`config.mk`:
```
export PLATFORM = sky130hd
export DESIGN_NAME = mem_access_unit
export DESIGN_NICKNAME = d
export VERILOG_FILES = /design/src/rtl/mem_access_unit.sv
export SDC_FILE = /design/constraint.sdc
export NUM_CORES = 1
export LEC_CHECK = 0
export CAP_MARGIN = 20
export CORE_MARGIN = 10
export CORE_UTILIZATION = 30
export DETAILED_ROUTE_END_ITERATION = 8
export PLACE_DENSITY = 0.75
export SLEW_MARGIN = 20
export SYNTH_ARGS = -nofsm -noshare
export SYNTH_HDL_FRONTEND = slang
export SYNTH_SLANG_ARGS = --single-unit
export TNS_END_PERCENT = 1
```
`constraint.sdc`:
```
create_clock -name clk -period 5.05 [get_ports clk]
set_clock_uncertainty 0.05 [all_clocks]
set_input_delay 0.505 -clock clk [delete_from_list [all_inputs] [get_ports clk]]
set_output_delay 0.505 -clock clk [all_outputs]
set_load 0.02 [all_outputs]
```
`src/rtl/mem_access_unit.sv`:
```
// mem_access_unit: load/store sequencer between a valid/ready request port and a byte-addressed dmem.
// Define MEM_ACCESS_ALIGN_CHECK_EN to reject misaligned half/word requests.
module mem_access_unit #(
    parameter int ADDR_W = 6
) (
    input  logic              clk,
    input  logic              rst,
    input  logic              req_valid,
    output logic              req_ready,
    input  logic              req_we,
    input  logic [1:0]        req_size,
    input  logic              req_unsigned,
    input  logic [31:0]       req_addr,
    input  logic [31:0]       req_wdata,
    output logic              resp_valid,
    input  logic              resp_ready,
    output logic [31:0]       resp_rdata,
    output logic              resp_err,
    output logic              dm_e,
    output logic              dm_r,
    output logic              dm_w,
    output logic [1:0]        dm_opt,
    output logic [ADDR_W-1:0] dm_addr,
    output logic [31:0]       dm_wdata,
    input  logic [31:0]       dm_rdata
);
    localparam logic [1:0] IDLE   = 2'd0;
    localparam logic [1:0] ACCESS = 2'd1;
    localparam logic [1:0] RESP   = 2'd2;

    logic [1:0]  state;
    logic        we_q;
    logic        uns_q;
    logic [1:0]  size_q;
    logic        misaligned;
    logic        reject;
    logic [31:0] ext;
    logic        unused_addr;

`ifdef MEM_ACCESS_ALIGN_CHECK_EN
    assign misaligned = (req_size == 2'b01 && req_addr[0]) || (req_size == 2'b10 && req_addr[1:0] != 2'b00);
`else
    assign misaligned = 1'b0;
`endif

    assign unused_addr = ^req_addr[31:ADDR_W];
    assign reject      = req_size == 2'b11 || misaligned;
    assign req_ready   = state == IDLE && !rst;
    assign resp_valid  = state == RESP;
    assign dm_e        = state == ACCESS;
    assign dm_r        = dm_e && !we_q;
    assign dm_w        = dm_e && we_q;
    assign dm_opt      = size_q == 2'b10 ? 2'b11 : size_q;

    always_comb
        ext = size_q == 2'b00 ? {{24{!uns_q && dm_rdata[7]}}, dm_rdata[7:0]} :
              size_q == 2'b01 ? {{16{!uns_q && dm_rdata[15]}}, dm_rdata[15:0]} : dm_rdata;

    always_ff @(posedge clk or posedge rst) begin
        if (rst) begin
            state      <= IDLE;
            we_q       <= 1'b0;
            uns_q      <= 1'b0;
            size_q     <= 2'b00;
            dm_addr    <= '0;
            dm_wdata   <= '0;
            resp_rdata <= '0;
            resp_err   <= 1'b0;
        end else if (state == IDLE && req_valid) begin
            resp_rdata <= '0;
            resp_err   <= reject;
            state      <= reject ? RESP : ACCESS;
            if (!reject) begin
                we_q     <= req_we;
                uns_q    <= req_unsigned;
                size_q   <= req_size;
                dm_addr  <= req_addr[ADDR_W-1:0];
                dm_wdata <= req_wdata;
            end
        end else if (state == ACCESS) begin
            if (!we_q)
                resp_rdata <= ext;
            state <= RESP;
        end else if (state == RESP && resp_ready) begin
            state <= IDLE;
        end
    end
endmodule
```
## Yosys cells after proc, flatten, opt, wreduce, memory -nomap -nowiden

Cells that the tools add are included.

| word-level totals | value |
|---|---|
| register bits | 77 |
| output and inout bits | 78 |
| word-level logic and storage cells | 41 |

| cells by class | value |
|---|---|
| equality and inequality tests | 6 |
| muxes and demuxes | 10 |
| bitwise gates (word level) | 1 |
| reductions and logical operators | 16 |

Operators by type and width:

| kind | number |
|---|---|
| $mux 32 | 5 |
| $mux 2 | 5 |
| $logic_and 1x1->1 | 7 |
| $eq 2x2->1 const B | 3 |
| $eq 2x1->1 const B | 2 |
| $logic_not 2->1 | 2 |
| $reduce_and 2->1 | 2 |
| $logic_not 1->1 | 3 |
| $reduce_bool 3->1 | 1 |
| $ne 2x1->1 const B | 1 |
| $reduce_bool 2->1 | 1 |
| $not 1->1 | 1 |

## Logic depth before layout (Yosys ltp)

Gate-level depths: netlist of run 1.

| logic depth | value |
|---|---|
| word-level depth | 7 |
| mapped depth | 7 |
| gate-level depth less buffers | 3 |

## Least setup slack after synthesis of run 1

Ideal clock, no wire load.

| timing path | value |
|---|---|
| path type | register to register |
| from | register state[0] |
| to | register dm_addr[0] |
| setup time | 0.125 ns |
| arrival | 1.693 ns |
| required time | 4.875 ns |
| setup slack | 3.182 ns |
| cell stages (with the launch flop) | 8 |
| path buffers | 4 |
| cell sequence | dfrtp_1 -> buf_6 -> or3b_1 -> buf_2 -> a21o_1 -> buf_6 -> buf_12 -> mux2_4 |

| between the ends | value |
|---|---|
| cells in the longest elaborated chain, start to end | 3 |

RTL lines:

| item | line | text |
|---|---|---|
| start, declared | 31 | `logic [1:0] state;` |
| start signal, assigned | 72 | `state <= reject ? RESP : ACCESS;` |
| $logic_not 2->1 | 69 | `end else if (state == IDLE && req_valid) begin` |
| $logic_and 1x1->1 | 69 |  |
| $reduce_and 2->1 (no source line) | - |  |
| end signal, assigned | 77 | `dm_addr <= req_addr[ADDR_W-1:0];` |
| end, declared | 23 | `output logic [ADDR_W-1:0] dm_addr,` |

Every way passes these cells.
A chain may end at the register's enable or synchronous reset.

## Final worst setup path of run 1

| timing path | value |
|---|---|
| from | register size_q[1] |
| to | output port dm_opt[0] |

| between the ends | value |
|---|---|
| cells in the longest elaborated chain, start to end | 2 |

RTL lines:

| item | line | text |
|---|---|---|
| start, declared | 34 | `logic [1:0] size_q;` |
| start signal, assigned | 76 | `size_q <= req_size;` |
| $eq 2x2->1 | 53 | `assign dm_opt = size_q == 2'b10 ? 2'b11 : size_q;` |
| $mux 2 | 53 |  |
| end, declared | 22 | `output logic [1:0] dm_opt,` |

Every way passes these cells.

==> results of run 1 <==
## cells by family (layout without fill, tap and decap cells)
kind of cell | count (synthesis) | count (layout) | synth area share, %
AO/OA/AOI/OAI | 63 | 63 | 14.0
buffers and inverters | 22 | 179 | 4.87
flip-flops | 77 | 77 | 59.1
multiplexers | 41 | 41 | 18.5
AND/OR/NAND/NOR | 23 | 23 | 3.53
## metal layers
layer	wire, um	GRT usage (%)	part of all wire [%]
met5	0	0	0
met4	66	3.50	0.69
met3	996	6.47	10
met2	4570	18.8	48
met1	3960	14.0	41
## state kept, by name, indices dropped and copies added, names as in the netlist
register    count
dm_wdata       32
resp_rdata     32
dm_addr         6
size_q          2
state           2
resp_err        1
uns_q           1
we_q            1
## cell type report
| type | instances | area [sq um] |
|---|---|---|
| well taps | 140 | 175 |
| inverters | 3 | 12.5 |
| clock buffers | 11 | 141 |
| clock inverters | 5 | 50.0 |
| repair buffers | 160 | 1590 |
| multi-input cells | 127 | 1180 |
| fillers | 1004 | 5670 |
| flip-flops and latches | 77 | 1930 |
## synthesized netlist by cell type
library cell,count,area share (%)
nor2_1,5,0.58
or2_2,1,0.19
nand2_1,11,1.3
mux2_2,3,1.0
buf_6,2,0.69
or4b_2,1,0.31
nor3_1,1,0.15
a21boi_0,1,0.23
dfrtp_1,77,59
inv_1,3,0.35
or3b_1,1,0.27
mux2_4,38,17
o21ai_0,8,1.2
buf_12,3,1.8
buf_8,1,0.46
buf_2,1,0.15
o211ai_1,1,0.23
nor3b_2,1,0.38
clkbuf_1,12,1.4
a311o_1,1,0.31
o2bb2ai_1,16,4.3
o22a_1,2,0.54
a21oi_1,16,2.5
nor2b_1,1,0.19
a22o_1,16,4.3
a21o_1,1,0.23
and2_1,1,0.19
o21ai_1,1,0.15
## power groups by stage
stage	combinational [mW]	clock, mW	sequential (mW)
6_report	1.69	0.460	1.12
5_1_grt	1.80	0.516	1.16
4_1_cts	1.72	0.481	1.12
3_5_place_dp	1.71	0	1.12
3_3_place_gp	1.68	0	1.11
2_1_floorplan	0.700	0	1.37
## stage by stage
stage | area [sq um] | utilization, % | hold WS, ns
after detailed placement | 4870 | 45.3 | 0.425
after global placement | 4870 | 45.3 | 0.421
final | 5070 | 47.2 | 0.384
after floorplan | 3260 | - | 0.447
after global routing | 5070 | 47.2 | 0.390
after CTS | 5060 | 47.1 | 0.366
## worst paths after layout
kind | from | to | slack, ns | cells past startpoint
setup reg to reg | state[0] | dm_wdata[31] | 2.81 | 4
hold reg to reg | resp_rdata[27] | resp_rdata[27] | 0.44 | 1
max in group asynchronous | rst | resp_rdata[27] | 3.45 | 3
setup / recovery | size_q[1] | dm_opt[0] | 2.32 | 2
hold / removal | rst | resp_rdata[29] | 0.38 | 2
min in group clk | resp_rdata[27] | resp_rdata[27] | 0.44 | 1
==> flow_summary_export.csv, run 1 <==
group,metric,value,unit
pwr,p_int,2.05,mW
setup_path,slowest_delay,0.99,ns
clock_network,cts_root_buf,"clkbuf_8",
detailed_routing,dr.pass1.iters,4,
setup_path,cp_slowest_cell,"dfrtp_1",
sta,hold_violations,0,
run,cap_viol_max_count,0,
global_route,grt_start_max_net_pins,68,
placed_design,dpl.hpwl,7.05,mm
layout,layout_commonest_cell,"clkdlybuf4s50_1",
clock_network,htree_levels,3,
setup_path,path_delay_family,"flip-flops",
sta,tightestPinTransition,0.984,ns
sta,setup-tns-final,0,ns
pwr,p_leak,2.27,nW
floorplanning,coreArea,10700,sq um
floorplanning,io_pins,182,
layout,finalNetCount,482,
clock_network,clk_latency,0.33,ns
layout,final_cells,523,
floorplanning,rows,38,
detailed_routing,drt-total-wl,9.59,mm
setup_path,cp_cell_sequence,"or2_2 -> clkdlybuf4s50_1",
sta,setup_ws,2.32,ns
logic_synthesis,syn_area_per_cell,14.4,sq um
setup_path,worstSetupPathType,"flip-flop to output pin",
pwr,finalPower,3.27,mW
clock_network,cts_tree,"yes",
pwr,p_switching,1.22,mW
logic_synthesis,ys_types,28,
pwr,combPwrFrac,51.8,%
floorplanning,start_util,30.3,%
floorplanning,die-area,15400,sq um
sta,setup_violations,0,
floorplanning,die_w,124,um
layout,layout_common_cells,"clkdlybuf4s50_1 (155), dfrtp_1 (77), mux2_4 (38)",
global_route,grt_pass1_wl,15.2,mm
global_route,gr-total-overflow,0,
detailed_routing,num_vias,2409,
pwr,switching_share,37.3,%
setup_path,worstPathRequired,4.49,ns
placed_design,dp.cells,506,
global_route,antenna_found_initial,0,
clock_network,postCtsHoldBufs,0,
detailed_routing,drc,0,
clock_network,clock_path_buffers,2,
detailed_routing,drt_iter0_markers,127,
logic_synthesis,synth-seq-cells,77,
setup_path,critical_path_arrival,2.17,ns
placed_design,port_buffers,155,
clock_network,clkSinkCount,77,
sta,slew_violations,0,
global_route,track_usage,12.1,%
logic_synthesis,synth_cells,226,
setup_path,path_buf_inv,1,
placed_design,gp_congestion,0.758,
setup_path,worst_setup_path_start_kind,"flip-flop",
placed_design,place_ws,2.28,ns
sta,slew_headroom,34.4,%
sta,rsz0062_at_grt,"false",
layout,syn2layout_area_growth,55.6,%
min_path,holdCritPathClass,"primary input to async pin",
setup_path,cp-end-kind,"output pin",
clock_network,clk_pin_slew,0.08,ns
logic_synthesis,syn_area,3260,sq um
clock_network,postCtsSetupBuffers,0,
run_status,run_status,"finished clean",
clock_network,cts_buffers,9,
logic_synthesis,synth-seq-area-share,59.1,%
logic_synthesis,ys.warnings.count,0,
detailed_routing,vias_per_cell,4.61,
sta,max_clock_freq,366,MHz
setup_path,worstPathMaxFanout,30,
clock_network,cts_resized,0,
detailed_routing,wl_per_cell,18.3,um
sta,period_minus_slack,2.73,ns
layout,drive_above_1_share,17.5,%
pwr,pwr-share-seq,34.2,%
sta,fin_crit_sh,54.0,%
layout,n_antenna_cell,0,
pwr,clkPwrFrac,14.1,%
global_route,grt_pass1_vias,2683,
floorplanning,die-height,124,um
pwr,ir_drop,0.000273,V
pwr,power_density,644,nW/um^2
logic_synthesis,syn-num-nets,330,
detailed_routing,ant_nets,0,
Power figures use the tool's default switching activity.
==> inputs of run 2 (changes only) <==
- PLACE_DENSITY: 0.75 -> 0.78
- clock period: 5.05 -> 2.3 ns (I/O delays scaled with it)
==> run 2 against run 1 <==
Against the previous run: utilization up 0.36 points; sequential power up 110%; setup slack worse by 2.2 ns; routed wire length down 2.3%; critical path depth unchanged; via count up 0.87%; largest power group unchanged; count of clock-buffer cells in the layout up 2; sequential cell count unchanged; global-route usage up 0.18 points; sequential share of layout area down 0.29 points; cell count up 0.76%; first-iteration DRC count up 12%.
==> flow_summary_export.csv, run 2 (synthesis gave the netlist of run 1 again) <==
group,metric,value,unit
layout,layout_common_cells,"clkdlybuf4s50_1 (155), dfrtp_1 (77), mux2_4 (38)",
min_path,holdCritPathClass,"primary input to async pin",
sta,rsz0062_at_grt,"false",
floorplanning,start_util,30.3,%
placed_design,placed_cell_area,4940,sq um
sta,setup-tns-final,0,ns
layout,finalNetCount,487,
run_status,run_status,"finished clean",
detailed_routing,vias_per_cell,4.61,
setup_path,critical_path_arrival,1.92,ns
setup_path,worstReg2RegEnd,"dm_wdata[22]",
global_route,grt_start_max_net_pins,36,
floorplanning,die-area,15400,sq um
global_route,gr-total-overflow,0,
clock_network,clock_path_buffers,2,
pwr,power_density,1390,nW/um^2
global_route,use_met2,19.1,%
global_route,busiest_layer,"met2",
setup_path,r2r_start,"state[0]",
global_route,antenna_found_initial,0,
global_route,grtUsageMet1,14.7,%
sta,tightestPinTransition,0.688,ns
global_route,track_usage,12.2,%
detailed_routing,ant_nets,0,
pwr,ir_drop,0.000649,V
layout,reg_top3,"dm_wdata (32), resp_rdata (32), dm_addr (6)",
layout,final_cells,527,
setup_path,r2r_cells,4,
clock_network,postCtsHoldBufs,0,
clock_network,cts_root_buf,"clkbuf_8",
placed_design,port_buffers,155,
setup_path,worstPathRequired,2.02,ns
detailed_routing,dr.pass1.iters,4,
layout,fin_area,5110,sq um
pwr,p_leak,2.28,nW
floorplanning,io_pins,182,
detailed_routing,drt-total-wl,9.37,mm
floorplanning,die-height,124,um
layout,regArea,1930,sq um
placed_design,place_ws,0.0190,ns
sta,max_clock_freq,455,MHz
clock_network,clkSinkCount,77,
clock_network,cts_buffers,9,
sta,slew_violations,0,
sta,hold-worst-slack,0.244,ns
global_route,grt_pass1_wl,15.7,mm
clock_network,cts_tree,"yes",
detailed_routing,wl_per_cell,17.8,um
layout,post-route-util,47.6,%
layout,drive_above_1_share,18.1,%
floorplanning,coreArea,10700,sq um
pwr,finalPower,7.11,mW
global_route,grt.met3_usage,5.62,%
floorplanning,rows,38,
sta,hold_violations,0,
layout,nFillCells,986,
detailed_routing,num_vias,2430,
detailed_routing,drt_iter0_markers,142,
placed_design,dpl.hpwl,7.08,mm
setup_path,worstSetupPathType,"flip-flop to output pin",
clock_network,clk_latency,0.34,ns
clock_network,clk_pin_slew,0.08,ns
sta,fin_crit_sh,95.5,%
placed_design,gp_congestion,0.740,
detailed_routing,drc,0,
global_route,grt_pass1_vias,2819,
run,cap_viol_max_count,0,
clock_network,htree_levels,3,
sta,setup_ws,0.103,ns
setup_path,worst_setup_path_start_kind,"flip-flop",
setup_path,cp-end-kind,"output pin",
layout,n_antenna_cell,0,
layout,syn2layout_area_growth,56.8,%
sta,setup_violations,0,
placed_design,dp.cells,512,
sta,slew_headroom,54.1,%
setup_path,r2r_setup_slack,0.38,ns
floorplanning,die_w,124,um
layout,multi_input_area,1190,sq um
setup_path,worstPathMaxFanout,18,
sta,period_minus_slack,2.20,ns
layout,layout_commonest_cell,"clkdlybuf4s50_1",
-- run 2: changes by cell type in the layout (fill, tap and decap cells not counted) --
cell,change
buf_12,+2
nor2_1,-1
clkinv_2,-2
clkbuf_1,+2
bufinv_16,-1
nor3b_4,+1
buf_4,+3
nor2_2,+1
nor3b_2,-1
-- run 2: repair_timing --
| item | CTS | global route |
|---|---|---|
| buffers inserted | 0 | 0 |
| setup endpoints to repair | 0 | 1 |
| hold endpoints to repair | 0 | 0 |
| gates resized for setup | 0 | 1 |
-- run 2: worst max-delay path by stage --
stage                     start             end  slack [ns]
detailed placement  dm_rdata[7]  resp_rdata[28]        0.02
finish                size_q[1]       dm_opt[1]        0.10
CTS                   size_q[1]       dm_opt[1]        0.13
global placement    dm_rdata[7]  resp_rdata[28]        0.13
floorplan                   rst      dm_addr[0]        0.05
global route          size_q[1]       dm_opt[1]        0.02
-- run 2: final cells by class --
| cell class | instances | area share (%) |
|---|---|---|
| Tap cell | 140 | 3.43 |
| Inverter | 3 | 0.245 |
| Multi-Input combinational cell | 127 | 23.2 |
| Sequential cell | 77 | 37.7 |
| Clock buffer | 13 | 2.91 |
| Timing Repair Buffer | 165 | 32.3 |
| Clock inverter | 2 | 0.196 |
-- run 2: critical path: stages, from the launching register on --
cell,delay (ns)
dfrtp_1,0.60
buf_4,0.32
clkdlybuf4s50_1,0.65
-- run 2: where the power goes --
part	internal, mW	total (mW)	switching [mW]
clock	0.414	0.883	0.469
combinational	2.06	3.84	1.78
sequential	1.97	2.39	0.414
-- run 2: metal layers --
layer	share of wire, %	vias to the layer above
met5	0	-
met4	1.3	0
met3	8.7	11
met2	48	101
met1	42	1190
li1	-	1128
